File: config.mk
export PLATFORM = sky130hd
export DESIGN_NAME = logicgates_bist
export DESIGN_NICKNAME = d
export VERILOG_FILES = /design/src/rtl/logicgates_bist.sv
export SDC_FILE = /design/constraint.sdc
export NUM_CORES = 1
export LEC_CHECK = 0
export CAP_MARGIN = 10
export CORE_ASPECT_RATIO = 1.4
export CORE_UTILIZATION = 62
export DETAILED_ROUTE_END_ITERATION = 16
export DONT_BUFFER_PORTS = 1
export GPL_ROUTABILITY_DRIVEN = 0
export HOLD_SLACK_MARGIN = 0.15
export PLACE_DENSITY = 0.89
export SYNTH_ARGS = -nofsm -noshare
export SYNTH_HDL_FRONTEND = slang
export SYNTH_SLANG_ARGS = --single-unit
File: constraint.sdc
create_clock -name clk -period 4.59 [get_ports clk]
set_input_delay 0.6885 -clock clk [delete_from_list [all_inputs] [get_ports clk]]
set_output_delay 0.6885 -clock clk [all_outputs]
set_load 0.1 [all_outputs]
File: src/rtl/logicgates_bist.sv
// logicgates_bist -- sequential built-in self-test for the seven-output
// two-input logic-gate block.
//
// Drives a/b through the vectors 00, 01, 10, 11. After each vector it
// waits SETTLE_CYCLES cycles, then compares the seven gate outputs with
// internally computed expected values. Results are accumulated across
// the run.
//
// Ports:
//   clk        in   system clock, rising edge
//   rst_n      in   asynchronous active-low reset
//   start      in   one-cycle run request, honoured only in IDLE or DONE
//   resp[6:0]  in   gate outputs under test
//                   [0]=and [1]=or [2]=not [3]=nand [4]=nor [5]=xor [6]=xnor
//   a, b       out  registered drive to the gate inputs
//   busy       out  high while a run is in progress
//   done       out  high in DONE until the next start or reset
//   pass       out  done and err_count == 0
//   err_count  out  saturating count of mismatching response bits
//   fail_mask  out  sticky OR of mismatching response bit positions
//   vec_fail   out  bit i set if vector i had any mismatch
module logicgates_bist #(
  parameter int SETTLE_CYCLES = 2,
  parameter int ERR_W         = 5
) (
  input  logic             clk,
  input  logic             rst_n,
  input  logic             start,
  input  logic [6:0]       resp,
  output logic             a,
  output logic             b,
  output logic             busy,
  output logic             done,
  output logic             pass,
  output logic [ERR_W-1:0] err_count,
  output logic [6:0]       fail_mask,
  output logic [3:0]       vec_fail
);

  typedef enum logic [2:0] {
    S_IDLE  = 3'd0,
    S_APPLY = 3'd1,
    S_WAIT  = 3'd2,
    S_CHECK = 3'd3,
    S_DONE  = 3'd4
  } state_t;

  localparam logic [3:0]       SETTLE_LD = 4'(SETTLE_CYCLES);
  localparam logic [ERR_W-1:0] ERR_MAX   = {ERR_W{1'b1}};

  state_t           state_r;
  logic [1:0]       idx_r;
  logic [3:0]       settle_r;
  logic [6:0]       exp_s;
  logic [6:0]       mism_s;
  logic [2:0]       pop_s;
  logic [ERR_W-1:0] err_next_s;

  // Expected gate outputs for inputs va, vb, in resp bit order.
  function automatic logic [6:0] expected_resp(input logic va, input logic vb);
    logic [6:0] e;
    e[0] = va & vb;
    e[1] = va | vb;
    e[2] = ~va;
    e[3] = ~(va & vb);
    e[4] = ~(va | vb);
    e[5] = va ^ vb;
    e[6] = ~(va ^ vb);
    return e;
  endfunction

  // Number of set bits in a 7-bit mismatch vector.
  function automatic logic [2:0] popcount7(input logic [6:0] m);
    logic [2:0] c;
    c = 3'd0;
    for (int k = 0; k < 7; k++) begin
      c = c + {2'b00, m[k]};
    end
    return c;
  endfunction

  // Add with saturation at all-ones; the carry bit flags overflow.
  function automatic logic [ERR_W-1:0] sat_add(input logic [ERR_W-1:0] acc,
                                               input logic [2:0]       inc);
    logic [ERR_W:0] sum;
    sum = {1'b0, acc} + (ERR_W+1)'(inc);
    if (sum[ERR_W]) begin
      return ERR_MAX;
    end else begin
      return sum[ERR_W-1:0];
    end
  endfunction

  // Response comparison; a non-0/1 response bit counts as a mismatch.
  always_comb begin
    exp_s  = expected_resp(a, b);
    mism_s = 7'd0;
    for (int k = 0; k < 7; k++) begin
      if (resp[k] !== exp_s[k]) begin
        mism_s[k] = 1'b1;
      end else begin
        mism_s[k] = 1'b0;
      end
    end
    pop_s      = popcount7(mism_s);
    err_next_s = sat_add(err_count, pop_s);
  end

  // Test sequencer with registered drive and result outputs.
  always_ff @(posedge clk or negedge rst_n) begin
    if (!rst_n) begin
      state_r   <= S_IDLE;
      idx_r     <= 2'd0;
      settle_r  <= 4'd0;
      a         <= 1'b0;
      b         <= 1'b0;
      busy      <= 1'b0;
      done      <= 1'b0;
      pass      <= 1'b0;
      err_count <= '0;
      fail_mask <= 7'd0;
      vec_fail  <= 4'd0;
    end else begin
      case (state_r)
        S_IDLE, S_DONE: begin
          // DONE holds the last vector and results until a new start.
          if (start) begin
            state_r   <= S_APPLY;
            idx_r     <= 2'd0;
            a         <= 1'b0;
            b         <= 1'b0;
            busy      <= 1'b1;
            done      <= 1'b0;
            pass      <= 1'b0;
            err_count <= '0;
            fail_mask <= 7'd0;
            vec_fail  <= 4'd0;
          end else begin
            state_r <= state_r;
          end
        end
        S_APPLY: begin
          if (SETTLE_LD == 4'd0) begin
            state_r <= S_CHECK;
          end else begin
            settle_r <= SETTLE_LD;
            state_r  <= S_WAIT;
          end
        end
        S_WAIT: begin
          // Counter was loaded with SETTLE_CYCLES; leaving at 1 gives
          // exactly SETTLE_CYCLES cycles in this state.
          settle_r <= settle_r - 4'd1;
          if (settle_r == 4'd1) begin
            state_r <= S_CHECK;
          end else begin
            state_r <= S_WAIT;
          end
        end
        S_CHECK: begin
          err_count       <= err_next_s;
          fail_mask       <= fail_mask | mism_s;
          vec_fail[idx_r] <= |mism_s;
          if (idx_r == 2'd3) begin
            state_r <= S_DONE;
            busy    <= 1'b0;
            done    <= 1'b1;
            pass    <= (err_next_s == '0);
          end else begin
            idx_r   <= idx_r + 2'd1;
            {a, b}  <= idx_r + 2'd1;
            state_r <= S_APPLY;
          end
        end
        default: begin
          state_r <= S_IDLE;
          busy    <= 1'b0;
          done    <= 1'b0;
          pass    <= 1'b0;
        end
      endcase
    end
  end

endmodule

# After elaboration in Yosys (flattened, before gate mapping)
# Index checks and enable logic that the tools add are counted.
[classes] eq_ne=16 n_addsub=9 bitwise=9 magnitude_cmp=2 n_reduce_logical=11 muxes=37
[ops] cell="$mux 1" count=16
[ops] cell="$pmux 4 s2" count=2
[ops] cell="$pmux 7 s2" count=1
[ops] cell="$add 3x1->3" count=4
[ops] cell="$pmux 3 s4" count=1
[ops] cell="$mux 5" count=2
[ops] cell="$pmux 5 s2" count=1
[ops] cell="$pmux 1 s3" count=3
[ops] cell="$mux 7" count=1
[ops] cell="$nex 1x1->1" count=7
[ops] cell="$or 7x7->7" count=1
[ops] cell="$reduce_or 7->1" count=1
[ops] cell="$add 5x3->6" count=1
[ops] cell="$eq 3x2->1 const B" count=2
[ops] cell="$mux 3" count=2
[ops] cell="$ne 2x2->1 const B" count=3
[ops] cell="$reduce_and 3->1" count=2
[ops] cell="$logic_not 5->1" count=1
[ops] cell="$not 1->1" count=5
[ops] cell="$bwmux 4" count=1
[ops] cell="$eq 4x1->1 const B" count=1
[ops] cell="$mux 2" count=2
[ops] cell="$mux 4" count=1
[ops] cell="$pmux 1 s2" count=2
[ops] cell="19 further kinds" count=21
[totals] reg_bits=30 input_bits=10 elab_cells=95 output_inout_bits=21

# Longest topological paths before layout
[depth] word_depth=14 mapped_depth=15 depth_no_buf=14

# Worst setup path after synthesis
# No wires, ideal clock.
[synth_path] path_type="reg2reg" from="register idx_r[1]" to="register pass" stages_incl_launch_ff=16 slack_ns=0.048 t_required_ns=4.495 t_arrival_ns=4.447 setup_ns=0.095 n_path_buf=1 synth_period_minus_slack_ns=4.542 cell_sequence="dfrtp_1 > ha_1 > buf_2 > xor2_1 > fa_1 > fa_1 > inv_1 > fa_1 > inv_1 > ha_1 > inv_1 > fa_1 > nand2b_1 > nor4_1 > o21ai_1 > o31ai_1"
[synth_between] elab_chain_cells=3
[synth_lines] item="from (decl)" line="52" rtl="logic [1:0] idx_r;"
[synth_lines] item="from (signal assigned)" line="170" rtl="idx_r <= idx_r + 2'd1;"
[synth_lines] item="$eq 2x2->1" line="164" rtl="if (idx_r == 2'd3) begin"
[synth_lines] item="$ne 2x2->1 (no line)"
[synth_lines] item="$reduce_and 3->1 (no line)"
[synth_lines] item="to (signal assigned)" line="168" rtl="pass <= (err_next_s == '0);"
[synth_lines] item="to (decl)" line="34" rtl="output logic pass,"
# No other way between the ends.
# A chain may end at the register's enable or synchronous reset.

# Final worst setup path
# Same ends and word-level chain as after synthesis.

==> results.cfg <==
[setup_path]
crit_path_start = idx_r[1]$_DFFE_PN0P_
critPathLaunchType = flip-flop
reg2reg_depth = 14
critPathKind = flip-flop to flip-flop
r2r-end = pass$_DFFE_PN0P_
r2r_setup_slack_ps = 450
crit_required_ps = 4840
crit_arrival_ps = 4390
endpoint = pass$_DFFE_PN0P_
crit_fanout = 5
end_kind = flip-flop
timing.rr.start = idx_r[1]$_DFFE_PN0P_

[floorplanning]
die_x_um = 46.94
coreArea_um2 = 2643
initial_core_util_pct = 66.34
die_area_um2 = 3047
io_pins = 31
die_h_um = 64.92
rows = 22

[synthesis]
synth_edf_count = 0
synth_cells = 182
synth_top_area_cell = dfrtp_1
yosys_warnings = 0
avgSynthCellArea_um2 = 9.631
synth_top_cell_area_share_pct = 39.97
synth_fp_nets = 209
ys_seq_elements = 28
ys.flop_type = dfrtp_1
ys_seq_area_share_pct = 39.97
synth_cell_types = 46
synthArstFlopShare_pct = 100.0
ys_top_cells_by_area = dfrtp_1 40%, ha_1 9.3%, a21oi_1 4.6%
synth.cell_area_um2 = 1753

[worst_hold_path]
hp-class = input port to flip-flop
holdCritStartpoint = start

[clock_network]
clock_latency_ps = 330
cts_buffer_depth = 2
cts_tree = done
cts_resized = 0
htree_levels = 1
cts.sinks = 28
clock-root-buffer = clkbuf_4
cts_inserted_buffers = 3
path_clk_slew_ps = 150
post_cts_buffers = 0

[timing]
period_share_pct = 90.28
finalWorstSetupSlack_ps = 446.0
fmax_mhz = 241.3
fin_crit_ps = 4144
setup_viol = 0
slew_headroom_pct = 28.49
skew_ps = 10.94
drv_slew = 0
tightest_slew_ps = 1073
rsz0062_at_grt = no
holdWs_ps = 543.6
timing.setup.tns_ps = 0
final_hold_viol_count = 0

[global_routing]
grt_max_degree = 29
grt_pass1_vias = 1453
grt_antenna_before_repair = 0
grt.total_usage_pct = 27.80
gr-total-overflow = 0
grt_first_pass_wirelength_mm = 5.996

[routing]
wl_per_cell_um = 16.65
num_vias = 1331
first_pass_iters = 4
vias_per_cell = 6.050
drtIter0Drc = 31
drc = 0
ant_nets = 0
drt-total-wl_mm = 3.662

[place]
port_buffers = 0
place_ws_ps = 431.6
place.detailed.hpwl_mm = 2.814

[cells_and_area]
nNetsFinal = 212
drive_gt1_share_pct = 9.783
nFillCells = 217
final_util_pct = 69.89
diodes = 0
area_growth_pct = 5.353

[run]
cap_violations = 0

[status]
outcome = finished, final reports clean
synthesized netlist by cell type, types with 2 or more instances:
| cell | count |
|---|---|
| o21a_1 | 2 |
| o22ai_1 | 3 |
| o21ai_0 | 9 |
| nor3_1 | 4 |
| nand3_1 | 3 |
| o21ai_1 | 4 |
| xnor2_1 | 3 |
| a21o_1 | 2 |
| a31oi_1 | 4 |
| buf_2 | 5 |
| buf_4 | 2 |
| dfrtp_1 | 28 |
| xor2_1 | 6 |
| o31ai_1 | 2 |
| nand2b_1 | 3 |
| nor4b_1 | 2 |
| ha_1 | 13 |
| a21oi_1 | 16 |
| nand2_1 | 14 |
| fa_1 | 4 |
| inv_1 | 14 |
| nor2_1 | 15 |
sequential cells by signal (all words and copies together) (netlist names):
| name | cells |
|---|---|
| vec_fail | 4 |
| state_r | 3 |
| idx_r | 1 |
| err_count | 5 |
| fail_mask | 7 |
| pass | 1 |
| settle_r | 4 |
| busy | 1 |
| done | 1 |
| b | 1 |
layer usage:
layer | share of wire (%) | up-vias | track usage, % | routed length [um]
met5 | 0 | - | 0 | 0
met4 | 2.4 | 0 | 13.21 | 87
met3 | 4.9 | 9 | 5.850 | 179
met2 | 56 | 35 | 48.96 | 2044
met1 | 37 | 650 | 29.72 | 1350
li1 | - | 637 | - | -
kinds of logic after synthesis:
| logic type | after synthesis | share of synthesized area [%] |
|---|---|---|
| AOI/OAI and AO/OA | 53 | 19.41 |
| and+or+nand+nor | 50 | 14.92 |
| DFF | 28 | 39.97 |
| buffers and inverters | 23 | 6.138 |
| adders and majority gates | 17 | 13.85 |
| xor gates and xnor gates | 9 | 4.497 |
| muxes | 2 | 1.213 |
placed cells by master (no fill, tap or decap), drive strengths merged, types with 4 or more instances in the layout:
cell,Yosys,layout
dfrtp,28,28
a21oi,17,17
nor2,16,16
inv,14,14
nand2,14,14
o21ai,14,14
ha,13,13
xor2,6,6
buf,8,6
nor3,4,4
a31oi,4,4
fa,4,4
clkbuf,1,4
worst min-delay path by stage:
stage / endpoint / slack [ps] / cells after the start
finish: state_r[2]$_DFFE_PN0P_ / 540 / 3
global route: state_r[2]$_DFFE_PN0P_ / 550 / 3
CTS: state_r[2]$_DFFE_PN0P_ / 540 / 3
detailed placement: settle_r[3]$_DFFE_PN0P_ / 390 / 0
global placement: settle_r[3]$_DFFE_PN0P_ / 390 / 0
floorplan: b$_DFFE_PN0P_ / 390 / 0
layout make-up:
class                      instances  area (um^2)  share of cell area [%]
multi-input combinational        131        944.7                   51.15
sequential                        28        700.7                   37.94
timing repair buffer               7        67.56                   3.659
inverter                          14        52.55                   2.846
tap                               36        45.04                   2.439
clock buffer                       4        36.28                   1.965
critical path, stage by stage (launching register included):
cell and delay [ps]:
dfrtp_1 460, ha_1 250, xor2_1 280, fa_1 500, fa_1 550, inv_1 60
fa_1 470, inv_1 70, ha_1 180, inv_1 70, fa_1 380, nand2b_1 180
nor4_1 280, o21ai_1 120, o31ai_1 230
stage by stage:
stage,cells,area (um^2)
detailed placement,214,1780
CTS,220,1847
global placement,214,1780
finish,220,1847
floorplan,182,1753
global route,220,1847
repair_timing:
item | CTS | global route
hold buffers | 2 | 0
endpoints found under the setup margin | 0 | 0
hold endpoints to repair | 28 | 0
Power is not shown: default switching activity piles up to over one toggle a cycle in this logic, so the estimate is an artifact.
